`src/rtl/cmp_slice_seq.sv`:
```
// Multi-cycle magnitude comparator: walks CHUNK-bit slices MSB-first through one narrow
// comparator. Optional macro CMP_SEQ_EARLY_EXIT_EN finishes on the first differing slice.
module cmp_slice_seq #(
  parameter int N     = 32,
  parameter int CHUNK = 8
) (
  input  logic         clk_i,
  input  logic         rstn_i,
  input  logic         req_valid_i,
  output logic         req_ready_o,
  input  logic [N-1:0] a_i,
  input  logic [N-1:0] b_i,
  input  logic         signed_i,
  output logic         res_valid_o,
  input  logic         res_ready_i,
  output logic         lt_o,
  output logic         eq_o,
  output logic [N-1:0] res_o
);

  localparam int NSLICE = N / CHUNK;
  localparam int IW     = (NSLICE > 1) ? $clog2(NSLICE) : 1;

  if (CHUNK < 1 || CHUNK > N || (N % CHUNK) != 0) begin : g_bad_cfg
    $error("cmp_slice_seq: CHUNK must divide N");
  end

  typedef enum logic [1:0] {S_IDLE, S_RUN, S_DONE} state_t;

  state_t          state_q, state_d;
  logic [N-1:0]    a_q, a_d, b_q, b_d;
  logic [IW-1:0]   idx_q, idx_d;
  logic            dec_q, dec_d;
  logic            lt_q, lt_d;
  logic [N-1:0]    bias;
  logic [CHUNK-1:0] sa, sb;

  // Flipping both sign bits maps two's-complement order onto unsigned order.
  always_comb begin
    bias        = '0;
    bias[N-1]   = signed_i;
  end

  assign sa = a_q[idx_q*CHUNK +: CHUNK];
  assign sb = b_q[idx_q*CHUNK +: CHUNK];

  always_comb begin
    state_d = state_q;
    a_d     = a_q;
    b_d     = b_q;
    idx_d   = idx_q;
    dec_d   = dec_q;
    lt_d    = lt_q;
    case (state_q)
      S_IDLE: begin
        if (req_valid_i) begin
          a_d     = a_i ^ bias;
          b_d     = b_i ^ bias;
          idx_d   = IW'(NSLICE - 1);
          dec_d   = 1'b0;
          lt_d    = 1'b0;
          state_d = S_RUN;
        end
      end
      S_RUN: begin
        if (idx_q == '0) state_d = S_DONE;
        else             idx_d   = idx_q - 1'b1;
        // Only the most significant differing slice decides the ordering.
        if (!dec_q && sa != sb) begin
          dec_d = 1'b1;
          lt_d  = (sa < sb);
`ifdef CMP_SEQ_EARLY_EXIT_EN
          state_d = S_DONE;
`else
          state_d = state_d;
`endif
        end
      end
      S_DONE: begin
        if (res_ready_i) state_d = S_IDLE;
      end
      default: state_d = S_IDLE;
    endcase
  end

  always_ff @(posedge clk_i) begin
    if (!rstn_i) begin
      state_q <= S_IDLE;
      a_q     <= '0;
      b_q     <= '0;
      idx_q   <= '0;
      dec_q   <= 1'b0;
      lt_q    <= 1'b0;
    end else begin
      state_q <= state_d;
      a_q     <= a_d;
      b_q     <= b_d;
      idx_q   <= idx_d;
      dec_q   <= dec_d;
      lt_q    <= lt_d;
    end
  end

  assign req_ready_o = (state_q == S_IDLE);
  assign res_valid_o = (state_q == S_DONE);
  assign lt_o        = res_valid_o & lt_q;
  assign eq_o        = res_valid_o & ~dec_q;

  always_comb begin
    res_o    = '0;
    res_o[0] = lt_o;
  end

endmodule
```
`config.mk`:
```
export PLATFORM = sky130hd
export DESIGN_NAME = cmp_slice_seq
export DESIGN_NICKNAME = d
export VERILOG_FILES = /design/src/rtl/cmp_slice_seq.sv
export SDC_FILE = /design/constraint.sdc
export NUM_CORES = 1
export LEC_CHECK = 0
export BUFFER_PORTS_ARGS = -buffer_cell sky130_fd_sc_hd__buf_4
export CORE_ASPECT_RATIO = 0.8
export CORE_MARGIN = 4
export CORE_UTILIZATION = 45
export CTS_BUF_LIST = sky130_fd_sc_hd__clkbuf_4 sky130_fd_sc_hd__clkbuf_8
export DETAILED_ROUTE_END_ITERATION = 6
export GPL_ROUTABILITY_DRIVEN = 0
export HOLD_SLACK_MARGIN = 0.05
export PLACE_DENSITY = 0.71
export SLEW_MARGIN = 25
export SYNTH_ARGS = -nofsm -noshare
export SYNTH_HDL_FRONTEND = slang
export SYNTH_SLANG_ARGS = --single-unit
```
`constraint.sdc`:
```
create_clock -name clk_i -period 4.76 [get_ports clk_i]
set_clock_uncertainty 0.15 [all_clocks]
set_input_delay 0.476 -clock clk_i [delete_from_list [all_inputs] [get_ports clk_i]]
set_output_delay 0.476 -clock clk_i [all_outputs]
set_load 0.01 [all_outputs]
```
==> summary.md <==
| Metric | Value |
|---|---|
| Hold bufs inserted after CTS | 0 |
| CP Max Fanout | 18 |
| Cell Area, Synth | approximately 3500 um^2 |
| Cts repair resizes | 0 |
| Worst setup SP type | flop |
| WP data required | between 4 and 5 ns |
| Vias | ~2700 |
| Final ANT Viol Nets | 0 |
| Number of remaining DRC errors | 0 |
| Initial antenna violation count | 0 |
| Minimum hold slack | approximately 0.22 ns |
| Final #Nets | 529 |
| Synth warn | 0 |
| Worst Tran Pin Value | 0.8588 ns |
| RSZ-0062 raised after global routing | false |
| Antenna cells | 0 |
| Largest net degree at the start of global routing | 72 |
| First-pass GRT wire length | approximately 12000 um |
| Hold path startpoint | a_i[12] |
| Clk buf depth | 2 |
| Synth Area in Simple Gates | between 10% and 20% |
| Distinct cells, synth | 31 |
| Yosys reg bits | 70 |
| Final count of hold timing violations | 0 |
| Clock Latency Late Sink | 0.34 ns |
| CORE AREA | around 7500 um^2 |
| Crit Path Category | flop to flop |
| Drt pass-1 iters | 4 |
| Average vias per placed instance | about 4.8 |
| CTS Buf Count | 9 |
| Synth top cells by count | 133 x nand2_1, 70 x dfxtp_1, 43 x a21boi_0 |
| Hold Path Class | input pin to flop |
| Critical path endpoint category | flop |
| Post-Synth XOR/XNOR Area | less than 1% |
| CP Data Arrival Time | ~2.8 ns |
| CTS clk-pin slew, worst paths | approximately 0.07 ns |
| Leakage | between 1.5 and 2 nW |
| Worst reg2reg path depth | 7 |
| Setup Total Neg Slack | 0 ns |
| Synth top area share | between 40% and 50% |
| Setup violators final | 0 |
| Status | complete, no violations |
| Capturing point of the worst reg2reg path | lt_q |
| Asr flop ratio synth | 0% |
| Worst rel slew slack | approximately 43% |
| Gate Count Post-Synth | around 390 |
| Post-DP HPWL | between 5000 and 6000 um |
| Max-Cap Viols | 0 |
| Total track usage | about 16% |
| Final WL | 7154 um |
| Post-synthesis mux area share | between 10% and 20% |
| WL per Instance | between 10 and 15 um |
| Starting density of the core | between 40% and 50% |
| Post-synth EDFFs | 0 |
| Flop2flop setup slack | between 2 and 2.5 ns |
| Port Buffers | 73 |
| Dpl cells | roughly 550 |
| H-tree depth | 3 |
| Worst vdd ir | between 0.0001 and 0.00015 V |
| Fin crit share | a little under three fifths |
| Main combinational cell family by area after synthesis | simple AND/OR/NAND/NOR gates |
| Synth area leader | dfxtp_1 |
| Avg Synthesized Cell Area | 8.889 um^2 |
| Die X-Extent | around 110 um |
| CTS tree | done |
| Period minus WS final | 2.673 ns |
| Synth Area in Adders | roughly 3.2% |
| Most common cell in the netlist | nand2_1 |
| # IOs | approximately 110 |
| CTS sink count | 70 |
| Std-Cell Rows | 28 |
| Die area | around 9300 um^2 |
| Sequential area share after synthesis | around two fifths |
| Top cells by area, synth | dfxtp_1 40%, nand2_1 14%, mux4_2 10% |
| Root buf cell | clkbuf_8 |
| F_max | ~370 MHz |
| GRT Residual Overflow | 0 |
| Cells on Worst Hold Path | 3 |
| Cell Pwr Density | 335.6 nW/um^2 |
| Compound-Gate Fraction of Synth Area | between 15 and 20% |
| Slew Limit Fails | 0 |
| Hold Path Sink | a_q[12] |
| Vias in the first global route | approximately 2600 |
| Area grow syn2layout | 17.18% |
| Starting DRT DRC Count | 105 |
| Top_reg_cell synth | dfxtp_1 |
| Die H | 86.91 um |
| Layout cell share with drive strength beyond 1 | 23.90% |
| Finished Layout Cells | between 500 and 600 |
| Post-CTS Repair Setup Buffers | 0 |
| R2R Path Start | idx_q[1] |
| Final Power | approximately 1.4 mW |
worst max path at each step:
stage,slack [ns],to,cells after the start,from
floorplan,2.45,lt_q,8,idx_q[0]
global placement,1.97,lt_q,6,idx_q[0]
detailed placement,1.86,lt_q,6,idx_q[0]
CTS,1.84,lt_q,6,idx_q[0]
global route,1.88,lt_q,7,idx_q[1]
finish,2.09,lt_q,7,idx_q[1]
metrics by stage:
stage | util, % | setup slack [ns] | instance area, um^2
5_1_grt | 54.74 | 1.881 | 4104
2_1_floorplan | - | 2.452 | 3615
3_3_place_gp | 52.19 | 1.971 | 3913
4_1_cts | 54.72 | 1.836 | 4103
3_5_place_dp | 52.25 | 1.858 | 3918
6_report | 54.74 | 2.087 | 4104
sequential cells by signal, summed over array words and instances, names as in the netlist:
name     cells
a_q         32
b_q         32
idx_q        2
state_q      2
dec_q        1
lt_q         1
worst max-delay path, cell delays in order (launching register included):
cell	delay, ns
dfxtp_1	0.89
mux4_2	0.59
inv_1	0.08
ha_1	0.24
nor2b_1	0.14
a311oi_1	0.28
nor3_1	0.08
o21ai_0	0.15
final cells by class:
cell class              count  area (um^2)
flip-flops and latches     70         1403
clock buffers              11        151.4
inverters                  12        45.04
repair buffers             73        548.0
fillers                   716         3393
multi-input cells         285         1792
clock inverters             5        33.78
well taps                 105        131.4
report_power, final:
part / switching, mW / internal, mW
clock: 0.221 / 0.216
sequential: 0.0439 / 0.632
combinational: 0.129 / 0.135
total: 0.394 / 0.984
cell families (layout without fill, tap and decap cells):
kind of cell    after synthesis  after routing
compound gates               75             75
xor+xnor                      2              2
fa+ha+maj                     9              9
buf+inv                      69            101
flops                        70             70
mux                          16             16
other cells                   1             31
simple gates                152            152
layout by cell type, fill, tap and decap left out, drive strengths merged, types with 4 or more instances in the layout:
cell type  count
nand2        133
buf           73
dfxtp         70
a21boi        63
conb          31
mux4          16
inv           12
clkbuf        11
ha             9
nand2b         4
layer usage:
metal / part of all wire (%) / vias to the layer above / track usage, % / wire, um
li1: - / 1359 / - / -
met4: 1.1 / 0 / 5.691 / 79
met1: 44 / 1231 / 19.15 / 3150
met5: 0 / - / 0 / 0
met2: 48 / 77 / 26.40 / 3466
met3: 6.4 / 9 / 5.337 / 458
No activity file was read; power rests on OpenSTA's default activity.
